--- src/rtl/vertex_ram_sched.sv ---
`timescale 1ns/1ps
// vertex_ram_sched: sequencer and read-port arbiter for the banked vertex store.
//
// Shared types for the vertex store (8 x 64-bit vertices per 512-bit cacheline).
package vertex_ram_pkg;
  typedef logic [63:0] vertex_t;
endpackage

// Purpose: loads cachelines from the memory read path into the vertex store,
// then shares the single store read port between two edge requesters with
// round-robin arbitration, tagging each response with the requester ID.
//
// Ports:
//   clk, reset             clock, synchronous active-high reset
//   start, num_lines       launch a load of num_lines cachelines (IDLE only)
//   finish                 level, ends the serve phase
//   cl_valid/cl_ready/cl_data   memory cacheline stream
//   ram_cl/ram_w_addr/ram_we    store write port
//   ram_r_addr/ram_vertex       store read port (RD_LAT cycles latency)
//   req{0,1}_valid/addr/ready   requester handshakes
//   resp_valid/resp_id/resp_vertex  tagged read responses
//   load_done, done, busy  phase status to the top-level controller
//
// state | meaning
// ------+---------------------------------------------------------------
// IDLE  | waiting for start
// LOAD  | accepting cachelines, writing each one the cycle after acceptance
// FLUSH | last line write; keeps writes and reads out of the same cycle
// SERVE | round-robin arbitration of the read port
// DRAIN | no grants; wait for outstanding responses, then pulse done
module vertex_ram_sched
  import vertex_ram_pkg::*;
#(
  parameter int ADDR_W = 8,
  parameter int RD_LAT = 2
) (
  input  logic              clk,
  input  logic              reset,
  input  logic              start,
  input  logic [ADDR_W-3:0] num_lines,
  input  logic              finish,
  input  logic              cl_valid,
  input  logic [511:0]      cl_data,
  output logic              cl_ready,
  output logic [511:0]      ram_cl,
  output logic [ADDR_W-1:0] ram_w_addr,
  output logic              ram_we,
  output logic [ADDR_W-1:0] ram_r_addr,
  input  vertex_t           ram_vertex,
  input  logic              req0_valid,
  input  logic [ADDR_W-1:0] req0_addr,
  output logic              req0_ready,
  input  logic              req1_valid,
  input  logic [ADDR_W-1:0] req1_addr,
  output logic              req1_ready,
  output logic              resp_valid,
  output logic              resp_id,
  output vertex_t           resp_vertex,
  output logic              load_done,
  output logic              done,
  output logic              busy
);

  localparam int LINE_W = ADDR_W - 3;
  localparam int NUM_W  = ADDR_W - 2;
  localparam logic [NUM_W-1:0] MAX_LINES = NUM_W'(1 << LINE_W);

  typedef enum logic [2:0] {
    IDLE  = 3'd0,
    LOAD  = 3'd1,
    FLUSH = 3'd2,
    SERVE = 3'd3,
    DRAIN = 3'd4
  } state_t;

  state_t              state;
  logic [LINE_W-1:0]   line_cnt;
  logic [NUM_W-1:0]    lines_left;
  logic                rr_ptr;
  logic [RD_LAT-1:0]   vld_pipe;
  logic [RD_LAT-1:0]   id_pipe;
  logic [ADDR_W-1:0]   r_addr_q;
  logic                accept;
  logic                serve_open;
  logic                grant0;
  logic                grant1;
  logic                grant;

  assign accept     = (state == LOAD) && cl_ready && cl_valid;
  assign serve_open = (state == SERVE) && !finish;

  // rr_ptr names the requester that wins when both are valid.
  assign grant0 = serve_open && req0_valid && (!req1_valid || !rr_ptr);
  assign grant1 = serve_open && req1_valid && (!req0_valid ||  rr_ptr);
  assign grant  = grant0 || grant1;

  assign req0_ready = grant0;
  assign req1_ready = grant1;

  // Read address follows the grant and otherwise holds its last value.
  assign ram_r_addr = grant0 ? req0_addr :
                      grant1 ? req1_addr : r_addr_q;

  assign busy        = (state != IDLE);
  assign resp_valid  = vld_pipe[RD_LAT-1];
  assign resp_id     = id_pipe[RD_LAT-1];
  assign resp_vertex = ram_vertex;

  always_ff @(posedge clk) begin
    if (reset) begin
      state      <= IDLE;
      cl_ready   <= 1'b0;
      ram_we     <= 1'b0;
      ram_w_addr <= '0;
      load_done  <= 1'b0;
      done       <= 1'b0;
      line_cnt   <= '0;
      lines_left <= '0;
      rr_ptr     <= 1'b0;
      vld_pipe   <= '0;
      id_pipe    <= '0;
      r_addr_q   <= '0;
    end else begin
      load_done <= 1'b0;
      done      <= 1'b0;
      ram_we    <= 1'b0;
      vld_pipe  <= {vld_pipe[RD_LAT-2:0], grant};
      id_pipe   <= {id_pipe[RD_LAT-2:0], grant1};
      r_addr_q  <= ram_r_addr;
      if (grant) rr_ptr <= grant0;

      case (state)
        IDLE: begin
          if (start) begin
            line_cnt <= '0;
            if (num_lines == '0) begin
              state     <= SERVE;
              load_done <= 1'b1;
            end else begin
              lines_left <= (num_lines > MAX_LINES) ? MAX_LINES : num_lines;
              cl_ready   <= 1'b1;
              state      <= LOAD;
            end
          end
        end
        LOAD: begin
          if (accept) begin
            ram_we     <= 1'b1;
            ram_w_addr <= {line_cnt, 3'b000};
            line_cnt   <= line_cnt + 1'b1;
            lines_left <= lines_left - 1'b1;
            if (lines_left == NUM_W'(1)) begin
              cl_ready <= 1'b0;
              state    <= FLUSH;
            end
          end
        end
        FLUSH: begin
          state     <= SERVE;
          load_done <= 1'b1;
        end
        SERVE: begin
          if (finish) state <= DRAIN;
        end
        DRAIN: begin
          if (vld_pipe == '0) begin
            state <= IDLE;
            done  <= 1'b1;
          end
        end
        default: state <= IDLE;
      endcase
    end
  end

  // Accepted line is held for the following write cycle.
  always_ff @(posedge clk) begin
    if (accept) ram_cl <= cl_data;
  end

endmodule

--- config.mk ---
export PLATFORM = sky130hd
export DESIGN_NAME = vertex_ram_sched
export DESIGN_NICKNAME = d
export VERILOG_FILES = /design/src/rtl/vertex_ram_sched.sv
export SDC_FILE = /design/constraint.sdc
export NUM_CORES = 1
export LEC_CHECK = 0
export CORE_AREA = 2 2 474 476
export DETAILED_ROUTE_END_ITERATION = 7
export DIE_AREA = 0 0 476 478
export GPL_ROUTABILITY_DRIVEN = 0
export PLACE_DENSITY_LB_ADDON = 0.2
export SYNTH_ARGS = -nofsm -noshare
export SYNTH_HDL_FRONTEND = slang
export SYNTH_SLANG_ARGS = --single-unit
--- constraint.sdc ---
create_clock -name clk -period 23.2 [get_ports clk]
set_clock_uncertainty 0.15 [all_clocks]
set_input_delay 4.64 -clock clk [delete_from_list [all_inputs] [get_ports clk]]
set_output_delay 4.64 -clock clk [all_outputs]
set_load 0.01 [all_outputs]
# Word-level counts from Yosys, hierarchy flattened
# Index checks and enable logic that the tools add are counted.
# classes
magnitude_cmp	1
eq_ne	11
mux	27
n_reduce_logical	26
bitwise_logic	2
n_addsub	2
# op_table
op	count
$mux W6	4
$mux W8	2
$mux W3	5
$pmux W3 S5	1
$pmux W6 S2	1
$mux W5	2
$ne A2 B2 Y1 const B	5
$pmux W5 S2	1
$reduce_and A5 Y1	2
$mux W1	8
$logic_and A1 B1 Y1	7
$eq A3 B2 Y1 const B	2
$eq A6 B1 Y1 const B	1
$gt A6 B6 Y1 const B	1
$logic_not A6 Y1	1
$sub A6 B1 Y6 const B	1
$add A5 B1 Y5 const B	1
$logic_not A1 Y1	4
$pmux W1 S2	2
$reduce_and A4 Y1	1
$reduce_or A2 Y1	2
$eq A3 B1 Y1 const B	1
$eq A3 B3 Y1 const B	1
$logic_not A3 Y1	1
other kinds (9)	12
# word_totals
input_bits	605
wordCells	82
register_bits	548
output_inout_bits	601

# Logic depth before layout (Yosys ltp)
# logic_depth
ltp_word	6
mapped_depth	6
depth_no_buf	5

# Worst setup path before layout
# OpenSTA, ideal clock, no wires.
# synth_timing
path_kind	input port to flip-flop
start	in cl_valid
end	reg ram_cl[0], enable pin
arrival_time_ns	14.324
setup_slack_ns	4.631
setup_time_ns	4.095
cell_stages	3
required_ns	18.955
path_cell_list	and3_1 > nand3_2 > clkinv_1
# synth_via
elab_chain_cells	1
# synth_lines
element	line	text
from (decl)	42	input logic cl_valid,
$logic_and A1 B1 Y1	89	assign accept = (state == LOAD) && cl_ready && cl_valid;
via accept	83	logic accept;
to (signal assigned)	178	if (accept) ram_cl <= cl_data;
to (decl)	45	output logic [511:0] ram_cl,
# The timed path passes the listed nets, and every way through them passes these cells.
# A chain may end at the register's enable or synchronous reset.

# Final worst setup path
# layout_timing
start	in finish
end	out ram_r_addr[2]
# layout_via
elab_chain_cells	6
# layout_lines
element	line	text
from (decl)	41	input logic finish,
$logic_not A1 Y1 (*)	90	assign serve_open = (state == SERVE) && !finish;
$logic_and A1 B1 Y1 (*)	90	
$logic_and A1 B1 Y1 (2 in series)	94	assign grant1 = serve_open && req1_valid && (!req0_valid || rr_ptr);
$mux W8	102	grant1 ? req1_addr : r_addr_q;
$mux W8 (*)	101	assign ram_r_addr = grant0 ? req0_addr :
to (decl)	48	output logic [ADDR_W-1:0] ram_r_addr,
# Mark *: on every way between the ends. The rest lies on a longest branch, timed or not.

==> out/results.tsv <==
metric	value	unit
status	completed	
CP required	18.41	ns
Max FO, Critical Path	8	
post-synthesis sequential area ratio	91.25	%
min Tclk post-route	11.94	ns
Post-CTS Resized	0	
area of the mapped netlist	17640	µm²
Unique masters post-synth	52	
Pre-Repair DR Iteration Count	4	
ys flop type	edfxtp_1	
Fin. Hold Viols	0	
hold_buf cts	0	
RSZ-0062 raised after global routing	no	
pins over their slew limit	0	
final core occ	15.33	%
Setup TNS Final	0	ns
Post-synth ARST share	0	%
share of cells above drive strength 1	6.718	%
Final Cycle Share	51.46	%
Initial Utilization	7.905	%
CORE AREA	223200	µm²
grt ovf	0	
TritonCTS Buffers	78	
# rows	174	
vias in the first global route	12763	
Pwr Density	70.80	nW/µm²
leakage power	10.63	nW
WL/cell	24.00	µm
DRT iter0 DRCs	604	
Fillers	24652	
HP Start	id_pipe[0]$_SDFF_PP0_	
I/O Pins	1206	
Post-synth EDFFs	512	
number of max-cap violations	0	
global-route usage over all layers	10.00	%
FF/Latch Area	16100	µm²
area of the multi-input gates	967.2	µm²
CTS root buffer	clkbuf_16	
commonest non-fill, non-tap cell in the layout	clkdlybuf4s50_1	
crit start category	input port	
crit end category	primary output	
vias	12235	
initial antenna violation count	77	
largest net degree at the start of global routing	97	
CTS tree	yes	
Worst Hold Class	reg -> reg	
Max Buffers Root-to-Sink	3	
I/O Buffers	1074	
Worst Path Arrival	7.15	ns
synthesized flop and latch total	548	
first-pass GRT wire length	145200	µm
Antenna Nets Post-Route	0	
R2R cell count	7	
die outline height	478	µm
worst slew pin tran	1.041	ns
Final #Nets	2484	
final setup fails	0	
FMAX	83.76	MHz
Synth Instances	789	
Post-CTS Setup Repair Bufs	0	
critical path class	in -> out	
htree depth	3	
reg-to-reg startpoint	state[0]$_SDFFE_PP0P_	
clock sinks	548	
WHS Endpoint	id_pipe[1]$_SDFF_PP0_	
Avg Inst Size Synth	22.36	µm²
commonest cells after routing, fill and taps aside	1,074 x clkdlybuf4s50_1, 512 x edfxtp_1, 78 x clkbuf_16, 36 x dfxtp_1, 26 x a21oi_1	
Fin Hold WS	0.2986	ns
DRC	0	
Reg-to-Reg End	ram_cl[333]$_DFFE_PP_	
worst-skew pair later-pin latency	0.67	ns
slew margin rel.	30.59	%
R2R setup slack	17.84	ns
dpl hpwl	98780	µm
Max VDD drop	0.04651	mV
drt total wl	118700	µm
Avg Vias per Cell	2.474	
synth warn	0	
Hold Path Stages	1	
clk slew on worst S/H paths	0.05	ns
die area	227500	µm²
Area Overhead vs Synth	93.91	%
Die Wd	476	µm
critical path: stages:
cell and delay, ns:
clkdlybuf4s50_1 0.52, nand4bb_1 0.45, nor2_2 0.40, nor2_1 0.10
a21oi_1 0.40, clkdlybuf4s50_1 0.64
Yosys cell counts (all sizes together), types with 3 or more instances:
master / count / share of area (%)
ha: 3 / 0.21
edfxtp: 512 / 87
nor4: 4 / 0.23
nand2: 19 / 0.40
dfxtp: 36 / 4.1
or3: 4 / 0.14
nor2: 25 / 0.59
and3: 3 / 0.11
nor3: 6 / 0.20
clkbuf: 4 / 0.085
nand3: 6 / 0.20
a21oi: 26 / 0.74
buf: 74 / 3.1
inv: 6 / 0.13
o22ai: 8 / 0.28
o21ai: 8 / 0.25
a211oi: 10 / 0.43
how the worst max path moves through the flow:
stage / startpoint / to / slack, ns / cells after the start
after floorplan: cl_valid / ram_cl[0]$_DFFE_PP_ / 4.63 / 3
after global routing: req0_valid / ram_r_addr[0] / 11.07 / 6
after CTS: finish / ram_r_addr[2] / 11.11 / 6
after global placement: finish / ram_r_addr[2] / 11.18 / 6
final: finish / ram_r_addr[2] / 11.26 / 6
after detailed placement: finish / ram_r_addr[2] / 11.14 / 6
area by class of cell:
class                   count  share of cell area, %
multi-input cells         158                  2.828
well taps                2992                  10.94
diodes                     18                 0.1317
inverters                   7                0.09876
flip-flops and latches    548                  47.06
clock inverters            51                  1.441
clock buffers              88                  5.875
repair buffers           1083                  31.63
cell families (layout without fill, tap and decap cells):
group                      count (synthesis)  in the layout  synth area share (%)
DFF                                      548            548                 91.25
buffers and inverters                     85           1229                 3.312
and+or+nand+nor                           80             80                 2.568
AOI/OAI and AO/OA                         72             72                 2.639
adders and majority gates                  3              3                0.2128
other                                      1             21               0.02126
layer usage:
layer | share of wire (%) | GRT usage (%) | vias to the layer above
li1 | - | - | 5247
met1 | 36 | 10.46 | 5894
met2 | 46 | 16.25 | 816
met3 | 15 | 6.616 | 258
met4 | 3.0 | 2.876 | 20
met5 | 0.12 | 0 | -
registers in the layout, summed over array words and instances, names as in the netlist, 2 cells and up:
signal      count
line_cnt        5
vld_pipe        2
r_addr_q        8
lines_left      6
id_pipe         2
state           3
ram_cl        512
ram_w_addr      5
where the power goes:
part | leakage [nW] | internal [mW] | switching, mW
Sequential | 4.90 | 1.09 | 0.00420
Clock | 1.20 | 0.683 | 0.511
Combinational | 4.54 | 0.0932 | 0.0420
stage by stage:
step	cells	total power, mW	cell area [µm²]	worst slack [ns]
5_1_grt	4929	2.527	34170	11.07
3_5_place_dp	4788	1.250	31660	11.14
4_1_cts	4927	2.493	34160	11.11
6_report	4945	2.422	34210	11.26
3_3_place_gp	4788	1.250	31660	11.18
2_1_floorplan	791	1.146	17650	4.631
Power figures use the tool's default switching activity.
